==> config.mk <==
export PLATFORM = sky130hd
export DESIGN_NAME = ltl_report_collector
export DESIGN_NICKNAME = d
export VERILOG_FILES = /design/src/rtl/ltl_monitor_pkg.sv /design/src/rtl/ltl_report_fifo.sv /design/src/rtl/ltl_report_collector.sv
export SDC_FILE = /design/constraint.sdc
export NUM_CORES = 1
export LEC_CHECK = 0
export BUFFER_PORTS_ARGS = -buffer_cell sky130_fd_sc_hd__buf_2
export CAP_MARGIN = 15
export CELL_PAD_IN_SITES_DETAIL_PLACEMENT = 0
export CELL_PAD_IN_SITES_GLOBAL_PLACEMENT = 1
export CORE_ASPECT_RATIO = 0.9
export CORE_MARGIN = 2
export CORE_UTILIZATION = 35
export DETAILED_ROUTE_END_ITERATION = 12
export GPL_TIMING_DRIVEN = 0
export HOLD_SLACK_MARGIN = 0.03
export PLACE_DENSITY_LB_ADDON = 0.1
export SLEW_MARGIN = 10
export SYNTH_ARGS = -nofsm -noshare
export SYNTH_HDL_FRONTEND = slang
export SYNTH_HIERARCHICAL = 1
export SYNTH_SLANG_ARGS = --single-unit
==> constraint.sdc <==
create_clock -name clk -period 4.02 [get_ports clk]
set_input_delay 1.005 -clock clk [delete_from_list [all_inputs] [get_ports clk]]
set_output_delay 1.005 -clock clk [all_outputs]
set_load 0.005 [all_outputs]
==> src/rtl/ltl_monitor_pkg.sv <==
// ltl_monitor_pkg
// Shared definitions for the cluster-1 stage-0 LTL report monitor.
//   NUM_REPORTS     width of the report vector (4 wires x 3 automata)
//   RPT_*           bit position of each automaton output wire in report_vec
//   CNT_W_DEFAULT   default timestamp counter width
//   report_entry_t  one FIFO entry as seen by the host: {timestamp, report_vec}
package ltl_monitor_pkg;

  localparam int NUM_REPORTS   = 12;
  localparam int CNT_W_DEFAULT = 32;

  // ltl0c1
  localparam int RPT_L0_W2 = 0;
  localparam int RPT_L0_W4 = 1;
  localparam int RPT_L0_W7 = 2;
  localparam int RPT_L0_W9 = 3;
  // ltl1c1
  localparam int RPT_L1_W2 = 4;
  localparam int RPT_L1_W4 = 5;
  localparam int RPT_L1_W7 = 6;
  localparam int RPT_L1_W9 = 7;
  // ltl2c1 taps different wires than the other two automata
  localparam int RPT_L2_W3 = 8;
  localparam int RPT_L2_W5 = 9;
  localparam int RPT_L2_W7 = 10;
  localparam int RPT_L2_W9 = 11;

  typedef struct packed {
    logic [CNT_W_DEFAULT-1:0] timestamp;
    logic [NUM_REPORTS-1:0]   report_vec;
  } report_entry_t;

endpackage

==> src/rtl/ltl_report_fifo.sv <==
// ltl_report_fifo
// Synchronous FIFO with a separately tracked occupancy, so full and empty
// are never ambiguous. The head entry is read straight from the storage
// flops, so dout_o is valid the cycle after the first write.
//   clk      clock
//   reset    synchronous active-low reset; flushes contents and storage
//   push_i   write din_i (accepted when not full, or when popping this cycle)
//   pop_i    drop the head entry (ignored when empty)
//   din_i    write data
//   dout_o   head entry
//   full_o / empty_o / level_o   occupancy status
module ltl_report_fifo #(
  parameter int DEPTH = 8,
  parameter int WIDTH = 44,
  localparam int PTR_W = $clog2(DEPTH),
  localparam int LVL_W = PTR_W + 1
) (
  input  logic             clk,
  input  logic             reset,
  input  logic             push_i,
  input  logic             pop_i,
  input  logic [WIDTH-1:0] din_i,
  output logic [WIDTH-1:0] dout_o,
  output logic             full_o,
  output logic             empty_o,
  output logic [LVL_W-1:0] level_o
);

  localparam logic [LVL_W-1:0] LVL_FULL = LVL_W'(DEPTH);

  logic [WIDTH-1:0] mem_q [DEPTH];
  logic [PTR_W-1:0] wr_ptr_q, wr_ptr_d;
  logic [PTR_W-1:0] rd_ptr_q, rd_ptr_d;
  logic [LVL_W-1:0] level_q, level_d;
  logic             do_push, do_pop;

  assign full_o  = (level_q == LVL_FULL);
  assign empty_o = (level_q == '0);
  assign level_o = level_q;
  assign dout_o  = mem_q[rd_ptr_q];

  always_comb begin
    do_pop  = pop_i && !empty_o;
    // When full, a same-cycle pop frees the slot being written.
    do_push = push_i && (!full_o || do_pop);
    // DEPTH is a power of two, so pointer wrap is plain overflow.
    wr_ptr_d = do_push ? wr_ptr_q + PTR_W'(1) : wr_ptr_q;
    rd_ptr_d = do_pop  ? rd_ptr_q + PTR_W'(1) : rd_ptr_q;
    level_d  = level_q;
    if (do_push && !do_pop) begin
      level_d = level_q + LVL_W'(1);
    end else if (do_pop && !do_push) begin
      level_d = level_q - LVL_W'(1);
    end
  end

  always_ff @(posedge clk) begin
    if (!reset) begin
      mem_q    <= '{default: '0};
      wr_ptr_q <= '0;
      rd_ptr_q <= '0;
      level_q  <= '0;
    end else begin
      if (do_push) begin
        mem_q[wr_ptr_q] <= din_i;
      end
      wr_ptr_q <= wr_ptr_d;
      rd_ptr_q <= rd_ptr_d;
      level_q  <= level_d;
    end
  end

endmodule

==> src/rtl/ltl_report_collector.sv <==
// ltl_report_collector
// Samples the 12 LTL report wires of the cluster-1 stage-0 automata on every
// run cycle, stamps non-zero vectors with the run-cycle count and queues them
// for the monitor host. Also keeps sticky report flags and a saturating count
// of reports lost to a full queue.
//   clk, reset          clock, synchronous active-low reset
//   run                 symbol-valid qualifier shared with the automata stage
//   report_vec          report wires (bit order in ltl_monitor_pkg)
//   rpt_valid/ready     head-of-queue handshake to the host
//   rpt_data            {timestamp, report_vec} at the queue head
//   sticky, sticky_clr  accumulated report bits and their clear pulse
//   drop_cnt            reports lost while the queue was full (saturating)
//   fifo_level          queue occupancy
// FIFO_DEPTH must be a power of two, at least 2.
module ltl_report_collector #(
  parameter int NUM_REPORTS = ltl_monitor_pkg::NUM_REPORTS,
  parameter int FIFO_DEPTH  = 8,
  parameter int CNT_W       = ltl_monitor_pkg::CNT_W_DEFAULT,
  parameter int DROP_W      = 16,
  localparam int LVL_W      = $clog2(FIFO_DEPTH) + 1
) (
  input  logic                         clk,
  input  logic                         reset,
  input  logic                         run,
  input  logic [NUM_REPORTS-1:0]       report_vec,
  output logic                         rpt_valid,
  input  logic                         rpt_ready,
  output logic [CNT_W+NUM_REPORTS-1:0] rpt_data,
  output logic [NUM_REPORTS-1:0]       sticky,
  input  logic                         sticky_clr,
  output logic [DROP_W-1:0]            drop_cnt,
  output logic [LVL_W-1:0]             fifo_level
);

  import ltl_monitor_pkg::*;

  logic [CNT_W-1:0]       ts_q, ts_d;
  logic [NUM_REPORTS-1:0] sticky_q, sticky_d;
  logic [DROP_W-1:0]      drop_q, drop_d;
  logic                   push_req, drop, fifo_full, fifo_empty;

  always_comb begin
    push_req = run && (report_vec != '0);
    // A full queue only loses the report when the host is not popping.
    drop     = push_req && fifo_full && !rpt_ready;
    ts_d     = run ? ts_q + CNT_W'(1) : ts_q;
    // New report bits win over a coincident clear.
    sticky_d = (sticky_clr ? '0 : sticky_q) | (run ? report_vec : '0);
    drop_d   = (drop && (drop_q != '1)) ? drop_q + DROP_W'(1) : drop_q;
  end

  always_ff @(posedge clk) begin
    if (!reset) begin
      ts_q     <= '0;
      sticky_q <= '0;
      drop_q   <= '0;
    end else begin
      ts_q     <= ts_d;
      sticky_q <= sticky_d;
      drop_q   <= drop_d;
    end
  end

  // Entry carries the pre-increment count, so the first run cycle is stamp 0.
  ltl_report_fifo #(
    .DEPTH (FIFO_DEPTH),
    .WIDTH (CNT_W + NUM_REPORTS)
  ) u_fifo (
    .clk     (clk),
    .reset   (reset),
    .push_i  (push_req),
    .pop_i   (rpt_ready),
    .din_i   ({ts_q, report_vec}),
    .dout_o  (rpt_data),
    .full_o  (fifo_full),
    .empty_o (fifo_empty),
    .level_o (fifo_level)
  );

  assign rpt_valid = !fifo_empty;
  assign sticky    = sticky_q;
  assign drop_cnt  = drop_q;

endmodule

==> impl_metrics.json <==
{
  "status": "finished, final reports clean",
  "core_um2": 52800,
  "layout_commonest_cell": "nand2_1",
  "yosysSeqAreaShare": 0.454,
  "area_delta_synth_final_pct": 15.3,
  "r2r_end": "u_fifo/level_o[3]",
  "r2r_setup_slack_ns": 1.13,
  "ys_types": 55,
  "synthFlopType": "dfxtp_1",
  "grt_usage": 0.204,
  "drtIter0Drc": 813,
  "p_per_area_nw_per_um2": 475,
  "drive_above_1_share": 0.195,
  "syn-num-nets": 1747,
  "yosysWarnings": 6,
  "start_kind": "flip-flop",
  "ir_drop_mv": 0.281,
  "max_freq_mhz": 256,
  "h-tree-depth": 2,
  "synth_top_area_frac": 0.454,
  "drc": 0,
  "hold_viol": 0,
  "avgRoutedWirePerCell_um": 21.3,
  "vias": 13286,
  "worstHoldPathType": "reg -> reg",
  "slew_headroom": 0.340,
  "synth-async-reset-ratio": 0,
  "finalSetupViolations": 0,
  "diodes": 0,
  "cts.clk_slew.worst_paths_ns": 0.06,
  "grt_pass1_wl_um": 84800,
  "rsz0062_at_grt": "false",
  "max-cap-violations": 0,
  "tightest_slew_ns": 0.990,
  "clockBufferDepth": 3,
  "via_per_inst": 5.12,
  "nets": 1888,
  "row_count": 80,
  "first_pass_iters": 5,
  "clock_skew_ns": 0.0217,
  "worstSetupPathType": "reg -> out",
  "hpwl_um": 37000,
  "grt_start_max_net_pins": 13,
  "netlist_area_um2": 18600,
  "synth_area_leader_cell": "dfxtp_1",
  "die_w_um": 247,
  "layout_worst_path_cycle_share": 0.971,
  "cts-buffers-inserted": 48,
  "fill_cells": 5083,
  "routed_wl_um": 55400,
  "dpl_cell_area_um2": 19900,
  "io-pin-count": 94,
  "cts_tree": "yes",
  "avgSynthCellArea_um2": 10.8,
  "crit_path_end_kind": "output pin",
  "portBuffers": 92,
  "clockRootBuffer": "clkbuf_16",
  "utilization": 0.406,
  "min_period_ns": 3.90,
  "post-cts-setup-buffers": 0,
  "clk_latency_ns": 0.59,
  "die_area_um2": 55000,
  "power_w": 0.0102,
  "synthCells": 1722,
  "clock-sinks": 422,
  "design_area_um2": 21400,
  "final_antenna_net_count": 0,
  "die_h_um": 223,
  "drv_slew": 0,
  "cp.arrival_ns": 2.90,
  "synth-edff-count": 0,
  "initial_core_util": 0.352,
  "grt_pass1_vias": 13706,
  "antenna_found_initial": 0,
  "synth.area.top_cells": "dfxtp_1 (45%), mux2i_1 (19%), mux4_2 (11%), nand2_1 (8.6%), mux2_2 (2.7%)",
  "reg2regPathDepth": 10,
  "crit_end": "rpt_data[3]",
  "layout_common_cells": "nand2_1 (424), dfxtp_1 (422), mux2i_1 (360)",
  "synth-seq-cells": 422,
  "grt-ovfl-total": 0,
  "gp_congestion": 0.774,
  "p_leak_nw": 8.79,
  "critPathRequiredTime_ns": 3.01,
  "r2r-start": "u_fifo/level_o[0]",
  "critical_path.max_fanout": 10,
  "worstSetupStartpoint": "u_fifo/rd_ptr_q[2]"
}
-- timing repair --
action / in CTS / in global routing
hold buffers: 0 / 0
endpoints found under the hold margin: 0 / 0
pin swaps: 0 / 0
setup endpoints to repair: 44 / 39
resized for setup: 10 / 5
-- area by class of cell --
class | count | area, µm² | share of cell area
clock buffer | 71 | 1380 | 0.0643
tap | 697 | 872 | 0.0407
sequential | 422 | 8450 | 0.394
clock inverter | 13 | 129 | 0.00601
timing repair buffer | 92 | 460 | 0.0215
buffer | 125 | 813 | 0.0379
inverter | 14 | 52.6 | 0.00245
multi-input combinational | 1160 | 9290 | 0.433
-- cells in the mapped netlist (3+ instances only) --
master,count
o21ai_0,12
or4_1,3
xor2_1,19
a22oi_1,12
buf_1,9
o211ai_1,3
and3_1,5
nand2_1,424
clkbuf_1,61
nor3_1,5
nor2_1,50
nor4_1,10
inv_1,13
nand3_1,17
buf_12,4
mux4_2,88
buf_2,19
and4_1,7
a21oi_1,11
nand4_1,12
mux2i_1,360
nand2b_1,3
or3_1,6
mux2_2,44
dfxtp_1,422
buf_6,31
nor2b_1,4
o31ai_1,3
o41ai_1,5
ha_1,7
xnor2_1,15
and2_1,9
-- stage by stage --
| step | cells | TNS, ns | setup WS [ns] | hold slack (ns) |
|---|---|---|---|---|
| after global routing | 2594 | 0 | 0.00847 | 0.466 |
| after global placement | 2511 | -0.308 | -0.262 | 0.439 |
| final | 2594 | 0 | 0.118 | 0.451 |
| after floorplan | 1722 | 0 | 0.699 | 0.432 |
| after detailed placement | 2511 | -0.234 | -0.232 | 0.444 |
| after CTS | 2594 | 0 | 0.0186 | 0.453 |
-- how the worst min path moves through the flow --
stage                           start           endpoint  slack, ns  depth (start not counted)
finish               u_fifo/mem_q[58]   u_fifo/mem_q[58]       0.45                          2
global route        u_fifo/mem_q[171]  u_fifo/mem_q[171]       0.47                          2
CTS                  u_fifo/mem_q[58]   u_fifo/mem_q[58]       0.45                          2
detailed placement   u_fifo/mem_q[58]   u_fifo/mem_q[58]       0.44                          2
global placement    u_fifo/mem_q[148]  u_fifo/mem_q[148]       0.44                          2
floorplan           u_fifo/mem_q[263]  u_fifo/mem_q[263]       0.43                          2
-- power breakdown --
part / internal, W / switching, W / leakage (nW)
combinational: 0.000624 / 0.000960 / 4.64
sequential: 0.00425 / 0.0000604 / 3.40
clock: 0.00250 / 0.00180 / 0.747
-- sequential cells by signal, summed over array words and instances (netlist names) --
signal           cells
u_fifo/level_o       4
drop_cnt            16
sticky              12
u_fifo/wr_ptr_q      3
u_fifo/mem_q       352
u_fifo/rd_ptr_q      3
ts_q                32
-- cells by family (layout without fill, tap and decap cells) --
family	count (synthesis)	count (layout)	share of synthesized area
adder cells (fa/ha/maj)	8	8	0.00579
buffers and inverters	140	315	0.0461
XOR/XNOR	34	34	0.0160
flip-flops	422	422	0.454
AND/OR/NAND/NOR	572	572	0.131
AO/OA/AOI/OAI	54	54	0.0192
multiplexers	492	492	0.327
-- critical path, stage by stage, from the launching register on --
cell and delay (ns):
dfxtp_1 0.90, clkbuf_1 0.81, mux2_2 0.46, buf_2 0.14
-- metal layers --
metal / share of wire / wire [µm] / vias up / GRT usage
met4: 0.024 / 1330 / 0 / 0.0523
met5: 0 / 0 / - / 0
met1: 0.48 / 26600 / 6588 / 0.289
li1: - / - / 6314 / -
met3: 0.052 / 2900 / 91 / 0.0432
met2: 0.44 / 24600 / 293 / 0.313
(Power assumes the default switching activity.)
